<file path="config.mk">
export PLATFORM = sky130hd
export DESIGN_NAME = deserializer_fsm
export DESIGN_NICKNAME = d
export VERILOG_FILES = /design/src/rtl/fir_filter_pkg.sv /design/src/rtl/deserializer_fsm.sv
export SDC_FILE = /design/constraint.sdc
export NUM_CORES = 1
export LEC_CHECK = 0
export BUFFER_PORTS_ARGS = -buffer_cell sky130_fd_sc_hd__buf_2
export CAP_MARGIN = 20
export CORE_ASPECT_RATIO = 1.1
export CORE_MARGIN = 2
export CORE_UTILIZATION = 61
export CTS_BUF_LIST = sky130_fd_sc_hd__clkbuf_16
export DETAILED_ROUTE_END_ITERATION = 16
export PLACE_DENSITY = 0.79
export SLEW_MARGIN = 10
export SYNTH_ARGS = -nofsm -noshare
export SYNTH_HDL_FRONTEND = slang
export SYNTH_SLANG_ARGS = --single-unit
</file>
<file path="constraint.sdc">
create_clock -name i_clk -period 6.4 [get_ports i_clk]
set_clock_uncertainty 0.2 [all_clocks]
set_input_delay 1.28 -clock i_clk [delete_from_list [all_inputs] [get_ports i_clk]]
set_output_delay 1.28 -clock i_clk [all_outputs]
set_load 0.03 [all_outputs]
</file>
<file path="src/rtl/fir_filter_pkg.sv">
// Shared FIR-filter datapath definitions: serializer/deserializer state encodings
// and the default word width.
package fir_filter_pkg;

  localparam int unsigned DEFAULT_LENGTH = 24;

  typedef enum logic [1:0] {
    IDLE  = 2'b00,
    SHIFT = 2'b01,
    FULL  = 2'b10
  } ser_state_t;

endpackage

</file>
<file path="src/rtl/deserializer_fsm.sv">
// LSB-first serial-to-parallel stage with a shift register plus an output register,
// so the next word can be collected while the previous one waits downstream.
module deserializer_fsm
  import fir_filter_pkg::*;
#(
  parameter int unsigned LENGTH = DEFAULT_LENGTH
) (
  input  logic              i_clk,
  input  logic              i_rst,
  input  logic              i_en,
  input  logic              i_din,
  input  logic              i_din_valid,
  output logic              o_ready,
  output logic [LENGTH-1:0] ov_dout,
  output logic              o_dout_valid,
  input  logic              i_ready,
  output logic              o_busy
);

  localparam int unsigned LENGTH_BITS = $clog2(LENGTH + 1);

  ser_state_t             state;
  logic [LENGTH_BITS-1:0] counter;
  logic [LENGTH-1:0]      shift_reg;

  logic              bit_accept;
  logic              word_xfer;
  logic              last_bit;
  logic [LENGTH-1:0] shift_next;

  assign o_ready    = !i_rst && ((state == IDLE) || (state == SHIFT));
  assign bit_accept = i_en && i_din_valid && o_ready;
  assign word_xfer  = i_en && o_dout_valid && i_ready;
  assign last_bit   = (counter == LENGTH_BITS'(LENGTH - 1));
  assign shift_next = {i_din, shift_reg[LENGTH-1:1]};

  // Single-process FSM; a word landing in the output register overrides the drain-to-empty default.
  always_ff @(posedge i_clk or posedge i_rst) begin
    if (i_rst) begin
      state        <= IDLE;
      counter      <= '0;
      shift_reg    <= '0;
      ov_dout      <= '0;
      o_dout_valid <= 1'b0;
      o_busy       <= 1'b0;
    end else if (i_en) begin
      if (word_xfer) begin
        o_dout_valid <= 1'b0;
      end
      case (state)
        IDLE: begin
          if (bit_accept) begin
            shift_reg <= shift_next;
            counter   <= LENGTH_BITS'(1);
            state     <= SHIFT;
            o_busy    <= 1'b1;
          end
        end
        SHIFT: begin
          if (bit_accept) begin
            if (!last_bit) begin
              shift_reg <= shift_next;
              counter   <= counter + LENGTH_BITS'(1);
            end else if (!o_dout_valid || i_ready) begin
              ov_dout      <= shift_next;
              o_dout_valid <= 1'b1;
              shift_reg    <= '0;
              counter      <= '0;
              state        <= IDLE;
              o_busy       <= 1'b0;
            end else begin
              shift_reg <= shift_next;
              counter   <= counter + LENGTH_BITS'(1);
              state     <= FULL;
            end
          end
        end
        FULL: begin
          if (word_xfer) begin
            ov_dout      <= shift_reg;
            o_dout_valid <= 1'b1;
            shift_reg    <= '0;
            counter      <= '0;
            state        <= IDLE;
            o_busy       <= 1'b0;
          end
        end
        default: begin
          state  <= IDLE;
          o_busy <= 1'b0;
        end
      endcase
    end
  end

endmodule

</file>
Yosys cells after proc, flatten, opt, wreduce, memory -nomap -nowiden. Index checks and enable logic that the tools add are counted. Widths: inputs -> output; s select.

Input bits: 6. Bits in latches: 0. ROM bits: 0. Memory bits (writable): 0. Memories: 0. Register bits: 57.

Muxes and demuxes: 35. Add/subtract/negate cells: 1. Equality and inequality tests: 8. Reductions and logical operators: 16. Div/mod/pow operators: 0. $mul: 0. Shift-type cells: 0. $lt $le $gt $ge: 0. Bitwise gates (word level): 0.

Operators with widths (count): $mux 24 (9); $pmux 24 s3 (1); $pmux 24 s2 (1); $mux 5 (5); $pmux 5 s3 (1); $reduce_and 6->1 (2); $mux 1 (10); $mux 2 (5); $reduce_and 5->1 (2); $ne 2x2->1 const B (4); $pmux 2 s3 (1); $add 5x1->5 const B (1); $eq 5x5->1 const B (1); $logic_and 1x1->1 (5); $pmux 1 s3 (1); $reduce_bool 3->1 (1); $eq 2x1->1 const B (1); $eq 2x2->1 const B (1); $logic_not 1->1 (2); $logic_not 2->1 (1); $logic_or 1x1->1 (2); $ne 2x1->1 const B (1); $pmux 1 s2 (1); $reduce_bool 2->1 (1).

Depth between registers and ports, before layout. Gate-level depths: netlist of run 1.

Depth after elaboration: 7. Depth in mapped cells: 8. Mapped depth without buffers: 6.

Least setup slack after synthesis of run 1. Ideal clock, no wire load.

Path type: in2out. Start: input port i_rst. End: output port o_ready. Arrival: 1693 ps. Buffers on the path: 0. Cell stages on the path: 1. Setup slack: 3227 ps. Data required time: 4920 ps. Cells stage by stage: nor2_1.

Longest elaborated chain between the ends: 2.

Ends and longest elaborated chain: from (decl) (RTL line deserializer_fsm.sv:9) `input logic i_rst,`; $logic_not 1->1 (no source line); $logic_and 1x1->1 (RTL line deserializer_fsm.sv:31) `assign o_ready = !i_rst && ((state == IDLE) || (state == SHIFT));`; to (decl) (RTL line deserializer_fsm.sv:13) `output logic o_ready,`.

No other way between the ends.

Worst setup path after layout of run 1. Ends and elaborated chain as after synthesis.

==> flow_summary.ini, run 1 <==
[global_route]
grt_pass1_wl_um = 9650
grt_pass1_vias = 1971
grtUsageTotal = 0.274
overflow = 0
grt_start_max_net_pins = 42
antenna_found_initial = 0

[timing]
max_slew.worst_pin.slew_ns = 0.526
fin_tns_setup_ns = 0
relSlewSlack = 0.646
setup_viol = 0
fmax_mhz = 314
drv_slew = 0
period_share = 0.497
hold_viol = 0
period_minus_slack_ns = 3.18
grt_setup_unrepaired = no

[critical_path]
slowest_delay_ns = 0.20
path_buf_inv = 2
crit_fanout = 5
arrival_ns = 1.70
crit_type = primary input to primary output
crit_chain = buf_2 -> nor2_1 -> buf_2
crit_top_cell = buf_2
crit_family = buffers and inverters
slowest_stage = buf_2
cp-start-kind = primary input
worst_ep_required_time_ns = 4.92
crit_path_end_kind = primary output

[route]
dr.pass1.iters = 4
ant_nets = 0
wl_um = 6000
wl_per_cell_um = 18.4
via_count = 2022
route.detailed.drc = 0
dr.first_iter.drc_count = 194
vias_per_cell = 6.20

[clocking]
cts.path.max_buffers = 2
cts.sinks = 57
cts-resized-gates = 0
htreeDepth = 3
clk_pin_slew_ns = 0.05
cts_setup_buffers = 0
cts_root_buffer = clkbuf_16
numCtsBuffers = 9
cts_tree = built
clk_latency_ns = 0.32
cts-hold-fix-buffers = 0

[power]
power_leakage_nw = 1.43
combPwrFrac = 0.286
sequentialPowerShare = 0.391
power_switching_share = 0.361
p_int_mw = 0.795
power.switching_mw = 0.449
powerDensity_mw_per_mm2 = 403
ir_drop_mv = 0.309
clockPowerShare = 0.323

[yosys]
syn_inst = 234
synth-seq-area-share = 0.543
synth_area_mm2 = 0.00263
yosysWarnings = 0
syn_nets = 245
syn_avg_cell_area_um2 = 11.2
synth_seq_cells = 57
yosysUniqueCellTypes = 35

[layout]
finish.instance_area_mm2 = 0.00308
final_cells = 326
multiInputGateArea_mm2 = 0.00110
syn_to_final_growth_pct = 17.4
register_area_mm2 = 0.00143
nets = 278
diodes = 0
nFillCells = 319
layout-drive-gt1-share = 0.210

[floorplan]
initial_core_util = 0.622
die_width_um = 66.6
row_count = 25
die_y_um = 72.8
die-area_mm2 = 0.00485
num_io_pins = 33
coreArea_mm2 = 0.00422

[hold_path]
hp-class = register to register

[placed_design]
place_inst = 309
place_congestion = 0.827
dpl_cell_area_mm2 = 0.00282
port_buffers = 32
place_hpwl_um = 3590

[run]
maxCapViolations = 0

[run_status]
outcome = finished clean
-- final cells by class --
cell class / count / share of cell area
Timing Repair Buffer: 38 / 0.0677
Sequential cell: 57 / 0.462
Multi-Input combinational cell: 155 / 0.358
Clock inverter: 7 / 0.00933
Tap cell: 54 / 0.0219
Clock buffer: 9 / 0.0730
Inverter: 6 / 0.00730
-- worst min-delay path: stages, from the launching register on --
cell and delay (ns):
dfrtp_1 0.33, o21ai_0 0.07, o21ai_0 0.06
-- Yosys cell counts (all sizes together) --
master	count	area, um^2
dfrtp	57	1430
or2	2	15.0
nand4b	1	23.8
a21bo	1	10.0
o21bai	2	15.0
ha	5	62.6
o2111ai	1	8.76
nor2	6	22.5
a211oi	1	7.51
buf	7	46.3
a41oi	2	17.5
mux2	1	11.3
a2bb2oi	2	17.5
o31ai	2	15.0
nand2	9	33.8
a22o	25	219
inv	6	22.5
o22ai	1	6.26
a31oi	1	6.26
clkbuf	9	33.8
nand3b	1	7.51
mux2i	24	240
a21oi	2	13.8
o41a	1	11.3
nand3	5	25.0
and4b	1	10.0
nor3	2	10.0
o21ai	54	270
nand2b	1	6.26
nor2b	2	12.5
-- power groups by stage --
stage	clock [mW]	sequential (mW)	combinational, mW
6_report	0.401	0.486	0.356
5_1_grt	0.426	0.494	0.387
4_1_cts	0.411	0.485	0.349
3_5_place_dp	0	0.487	0.341
3_3_place_gp	0	0.485	0.332
2_1_floorplan	0	0.533	0.199
-- cells by family (layout without fill, tap and decap cells) --
family,after synthesis,in the layout,synth area share
buffers and inverters,22,60,0.0390
adders and majority gates,5,5,0.0238
DFF,57,57,0.543
muxes,25,25,0.0957
AOI/OAI and AO/OA,95,95,0.235
and+or+nand+nor,30,30,0.0633
-- worst paths after layout --
path                            startpoint             to  slack, ns  cells after the start
worst max-delay path                 i_rst        o_ready       3.22                      3
worst min register to register  ov_dout[1]     ov_dout[1]       0.30                      2
max in group asynchronous            i_rst  shift_reg[18]       4.39                      3
min in group asynchronous            i_rst    ov_dout[21]       0.77                      2
worst min-delay path            ov_dout[1]     ov_dout[1]       0.30                      2
worst max register to register    state[0]   shift_reg[1]       3.70                      9
-- placed cells by master, fill, tap and decap left out, drive strengths merged --
| master | n |
|---|---|
| inv | 7 |
| o21ai | 54 |
| nand3 | 5 |
| a31oi | 1 |
| o2111ai | 1 |
| o41a | 1 |
| buf | 38 |
| a211oi | 1 |
| nor2b | 2 |
| o22ai | 1 |
| a21bo | 1 |
| o21bai | 2 |
| nor2 | 6 |
| nand2b | 1 |
| nand2 | 9 |
| a2bb2oi | 2 |
| clkbuf | 9 |
| a41oi | 2 |
| dfrtp | 57 |
| a21oi | 2 |
| and4b | 1 |
| or2 | 2 |
| nand4b | 1 |
| a22o | 25 |
| clkinv | 6 |
| o31ai | 2 |
| mux2i | 24 |
| nand3b | 1 |
| nor3 | 2 |
| mux2 | 1 |
| ha | 5 |
-- routing by layer --
layer / vias up / routed length [um] / GRT usage
li1: 934 / - / -
met4: 0 / 116 / 0.116
met5: - / 0 / 0
met2: 56 / 3060 / 0.433
met1: 1022 / 2580 / 0.354
met3: 10 / 257 / 0.0802
-- per-stage QoR --
stage	power [mW]	hold WS (ns)	utilization	setup slack (ns)
after CTS	1.24	0.304	0.728	3.18
after floorplan	0.733	0.273	-	3.23
after global placement	0.818	0.289	0.668	3.04
after global routing	1.31	0.332	0.730	3.21
final	1.24	0.295	0.730	3.22
after detailed placement	0.828	0.294	0.668	2.91
Power figures use the tool's default switching activity.
==> run 2: changes to the inputs <==
- CORE_UTILIZATION: 61 -> 57
- PLACE_DENSITY: 0.79 -> 0.75
- clock period: 6.4 -> 3 ns (I/O delays scaled with it)
==> flow_summary.ini, run 2 (synthesis results as in run 1) <==
[floorplan]
num_io_pins = 33
row_count = 25
die-area_mm2 = 0.00517
initial_core_util = 0.600
coreArea_mm2 = 0.00438
die_y_um = 75.2
die_width_um = 68.7

[critical_path]
reg2reg_depth = 7
worst_ep_required_time_ns = 2.20
r2r-start = state[1]
crit_fanout = 10
r2r_end = counter[4]
crit_path_end_kind = primary output
reg2reg_slack_ns = 0.86
cp-start-kind = register
arrival_ns = 1.59
crit_type = register to primary output

[timing]
drv_slew = 0
setup_viol = 0
fin_tns_setup_ns = 0
period_share = 0.796
grt_setup_unrepaired = no
relSlewSlack = 0.709
period_minus_slack_ns = 2.39
max_slew.worst_pin.slew_ns = 0.436
fmax_mhz = 419
hold_viol = 0

[clocking]
cts-resized-gates = 0
cts.path.max_buffers = 2
clk_latency_ns = 0.31
cts-hold-fix-buffers = 0
htreeDepth = 3
clk_pin_slew_ns = 0.05
cts.sinks = 57
cts_root_buffer = clkbuf_16
cts_setup_buffers = 0
numCtsBuffers = 9
cts_tree = built

[global_route]
grt_pass1_vias = 1860
grtUsageTotal = 0.244
grt_pass1_wl_um = 9230
grt_start_max_net_pins = 46
overflow = 0
antenna_found_initial = 0

[route]
met3_length_um = 199
wl_um = 5390
dr.pass1.iters = 4
vias_per_cell = 6.00
wirelength_met1_um = 2550
dr.max_layer_used = met4
wl_met2_um = 2590
wl_per_cell_um = 16.6
via_count = 1950
route.detailed.drc = 0
dr.first_iter.drc_count = 159
ant_nets = 0

[power]
power_leakage_nw = 1.44
ir_drop_mv = 0.522
powerDensity_mw_per_mm2 = 867

[placed_design]
place_inst = 310
place_hpwl_um = 3320
place_congestion = 0.783
port_buffers = 32

[layout]
nets = 278
final_common_cell = dfrtp_1
register_area_mm2 = 0.00143
layout-drive-gt1-share = 0.214
final_cell_mix = dfrtp_1 (57), o21ai_0 (34), buf_2 (32)
multiInputGateArea_mm2 = 0.00110
diodes = 0
syn_to_final_growth_pct = 18.6
nFillCells = 327
final_cells = 325

[hold_path]
hp-class = primary input to asynchronous set/reset pin

[run_status]
outcome = finished clean

[run]
maxCapViolations = 0
-- run 2: area by class of cell --
class,count,share of cell area
clock buffers,9,0.0723
repair buffers,38,0.0699
well taps,54,0.0217
multi-input cells,155,0.355
clock inverters,6,0.0165
flip-flops and latches,57,0.458
inverters,6,0.00723
-- run 2: worst max-delay path, cell delays in order, from the launching register on --
cell and delay (ns):
dfrtp_1 0.41, inv_1 0.09, ha_1 0.36, nor2_1 0.12, nor2_1 0.09, buf_2 0.19
-- run 2: per-layer routing --
metal | GRT usage | vias to the layer above
met5 | 0 | -
met1 | 0.347 | 968
met3 | 0.0613 | 7
met4 | 0.0784 | 0
li1 | - | 935
met2 | 0.371 | 40
-- run 2: how the worst max path moves through the flow --
stage	from	to	slack, ns	depth (start not counted)
after CTS	state[1]	o_ready	0.61	5
after detailed placement	i_rst	counter[3]	0.80	5
after global routing	state[1]	o_ready	0.51	5
after global placement	i_rst	counter[3]	0.84	5
after floorplan	i_rst	counter[0]	0.80	1
final	state[1]	o_ready	0.61	5
-- run 2: power breakdown --
group	switching (mW)	total (mW)	leakage (nW)	internal, mW
combinational	0.480	0.724	0.521	0.245
sequential	0.120	1.03	0.781	0.912
clock	0.320	0.943	0.141	0.624
total	0.920	2.70	1.44	1.78
-- run 2: through the flow --
step / total power [mW] / instance area, um^2 / worst slack (ns) / utilization / hold slack (ns)
detailed placement: 1.77 / 2840 / 0.801 / 0.648 / 0.297
CTS: 2.72 / 3120 / 0.613 / 0.711 / 0.0738
finish: 2.70 / 3120 / 0.611 / 0.711 / 0.0738
global placement: 1.76 / 2840 / 0.844 / 0.648 / 0.289
floorplan: 1.56 / 2630 / 0.800 / - / 0.273
global route: 2.86 / 3120 / 0.510 / 0.711 / 0.0944
==> run 3: changes to the inputs <==
- ABC_AREA: default -> 1
- CORE_UTILIZATION: 57 -> 53
- PLACE_DENSITY: 0.75 -> 0.72
- clock period: 3 -> 2.15 ns (I/O delays scaled with it)
==> flow_summary.ini, run 3 <==
[critical_path]
reg2reg_depth = 9
worst_ep_required_time_ns = 1.52
endpoint = o_ready
crit_type = register to primary output
crit_start = state[1]
arrival_ns = 1.40
crit_path_end_kind = primary output
r2r_end = ov_dout[11]
cp-start-kind = register
r2r-start = state[1]
crit_fanout = 3
reg2reg_slack_ns = 0.19

[clocking]
cts_tree = built
cts-hold-fix-buffers = 0
cts_root_buffer = clkbuf_16
cts_setup_buffers = 0
cts.path.max_buffers = 2
htreeDepth = 3
numCtsBuffers = 9
clk_pin_slew_ns = 0.05
clk_latency_ns = 0.32
cts.sinks = 57
cts-resized-gates = 0

[global_route]
antenna_found_initial = 0
use_met3 = 0.0643
grt_use_met1 = 0.289
grt.busiest_layer = met2
grt_pass1_vias = 2245
grtUsageTotal = 0.206
grt_pass1_wl_um = 10200
use_met2 = 0.305
grt_start_max_net_pins = 58
overflow = 0

[timing]
max_slew.worst_pin.slew_ns = 0.708
period_share = 0.944
fmax_mhz = 493
setup_viol = 0
relSlewSlack = 0.528
hold_ws_ns = 0.167
fin_tns_setup_ns = 0
drv_slew = 0
setup_ws_ns = 0.121
period_minus_slack_ns = 2.03
grt_setup_unrepaired = no
hold_viol = 0

[layout]
diodes = 0
final_cell_mix = nand2_1 (137), dfrtp_1 (57), nand3_1 (36)
final_cells = 492
syn_to_final_growth_pct = 16.4
final_common_cell = nand2_1
finish.instance_area_mm2 = 0.00349
nets = 423
layout-drive-gt1-share = 0.177
postLayoutCoreUtil = 0.644

[power]
combPwrFrac = 0.355
power_switching_share = 0.390
clockPowerShare = 0.327
power_mw = 4.48
powerDensity_mw_per_mm2 = 1280
power_leakage_nw = 1.90
power.switching_mw = 1.75
sequentialPowerShare = 0.318
ir_drop_mv = 0.718
p_int_mw = 2.73

[yosys]
synth.largest_area_cell = dfrtp_1
syn_nets = 395
synth_area_mm2 = 0.00300
synth-seq-area-share = 0.475
synth_common_cells = nand2_1 (139), dfrtp_1 (57), nand3_1 (36), nand4_1 (27), inv_1 (25)
synth_seq_cells = 57
yosysUniqueCellTypes = 22
ys.flop_type = dfrtp_1
synth_top_area_frac = 0.475
yosysWarnings = 0
syn_inst = 384
async_reset_ff_frac = 1.00
yosysMostFrequentCell = nand2_1
synth_area_leaders = dfrtp_1 (48%), nand2_1 (17%), nand3_1 (6.0%)
syn_avg_cell_area_um2 = 7.82
synth_edf_count = 0

[floorplan]
initial_core_util = 0.553
coreArea_mm2 = 0.00543
num_io_pins = 33
row_count = 28
die_y_um = 82.9
die-area_mm2 = 0.00628
die_width_um = 75.8

[placed_design]
port_buffers = 32
place_hpwl_um = 3920
dpl_cell_area_mm2 = 0.00318
pre_cts_slack_ns = 0.179
place_inst = 476
place_congestion = 0.883

[route]
via_count = 2523
route.detailed.drc = 0
dr.pass1.iters = 5
ant_nets = 0
dr.first_iter.drc_count = 166
vias_per_cell = 5.13
wl_per_cell_um = 11.7
wl_um = 5740

[run_status]
outcome = finished clean

[run]
maxCapViolations = 0

[hold_path]
hp-class = primary input to asynchronous set/reset pin
## run 3: layout make-up
cell class	instances	area, um^2
Tap cell	75	93.8
Multi-Input combinational cell	273	1310
Clock buffer	9	225
Clock inverter	7	85.1
Inverter	30	121
Sequential cell	57	1430
Fill cell	469	1940
Timing Repair Buffer	41	231
## run 3: power groups by stage
stage / clock network [mW] / logic [mW] / registers (mW)
detailed placement: 0 / 1.59 / 1.44
floorplan: 0 / 1.13 / 1.64
global route: 1.55 / 1.79 / 1.46
global placement: 0 / 1.58 / 1.43
CTS: 1.49 / 1.60 / 1.42
finish: 1.46 / 1.59 / 1.42
## run 3: per-layer routing
| layer | part of all wire | vias up | routed length (um) |
|---|---|---|---|
| met3 | 0.041 | 4 | 238 |
| li1 | - | 1304 | - |
| met5 | 0 | - | 0 |
| met2 | 0.47 | 57 | 2710 |
| met4 | 0.0099 | 0 | 57 |
| met1 | 0.48 | 1158 | 2740 |
## run 3: kinds of logic (layout without fill, tap and decap cells)
kind of cell	count (synthesis)	in the layout	synth area share
adders and majority gates	5	5	0.0208
DFF	57	57	0.475
and+or+nand+nor	231	231	0.343
AOI/OAI and AO/OA	37	37	0.0679
buffers and inverters	54	87	0.0933
## run 3: worst min-delay path by stage
stage / startpoint / to / depth (start not counted)
2_1_floorplan: shift_reg[0] / shift_reg[0] / 2
3_3_place_gp: ov_dout[20] / ov_dout[20] / 2
3_5_place_dp: ov_dout[4] / ov_dout[4] / 2
4_1_cts: i_din / shift_reg[23] / 3
5_1_grt: i_din / shift_reg[23] / 3
6_report: i_rst / state[1] / 3
## run 3: worst max-delay path, cell delays in order (launching register included)
cell and delay, ns:
dfrtp_1 0.40, inv_1 0.10, ha_1 0.19, inv_2 0.06, a21oi_1 0.13, buf_2 0.21
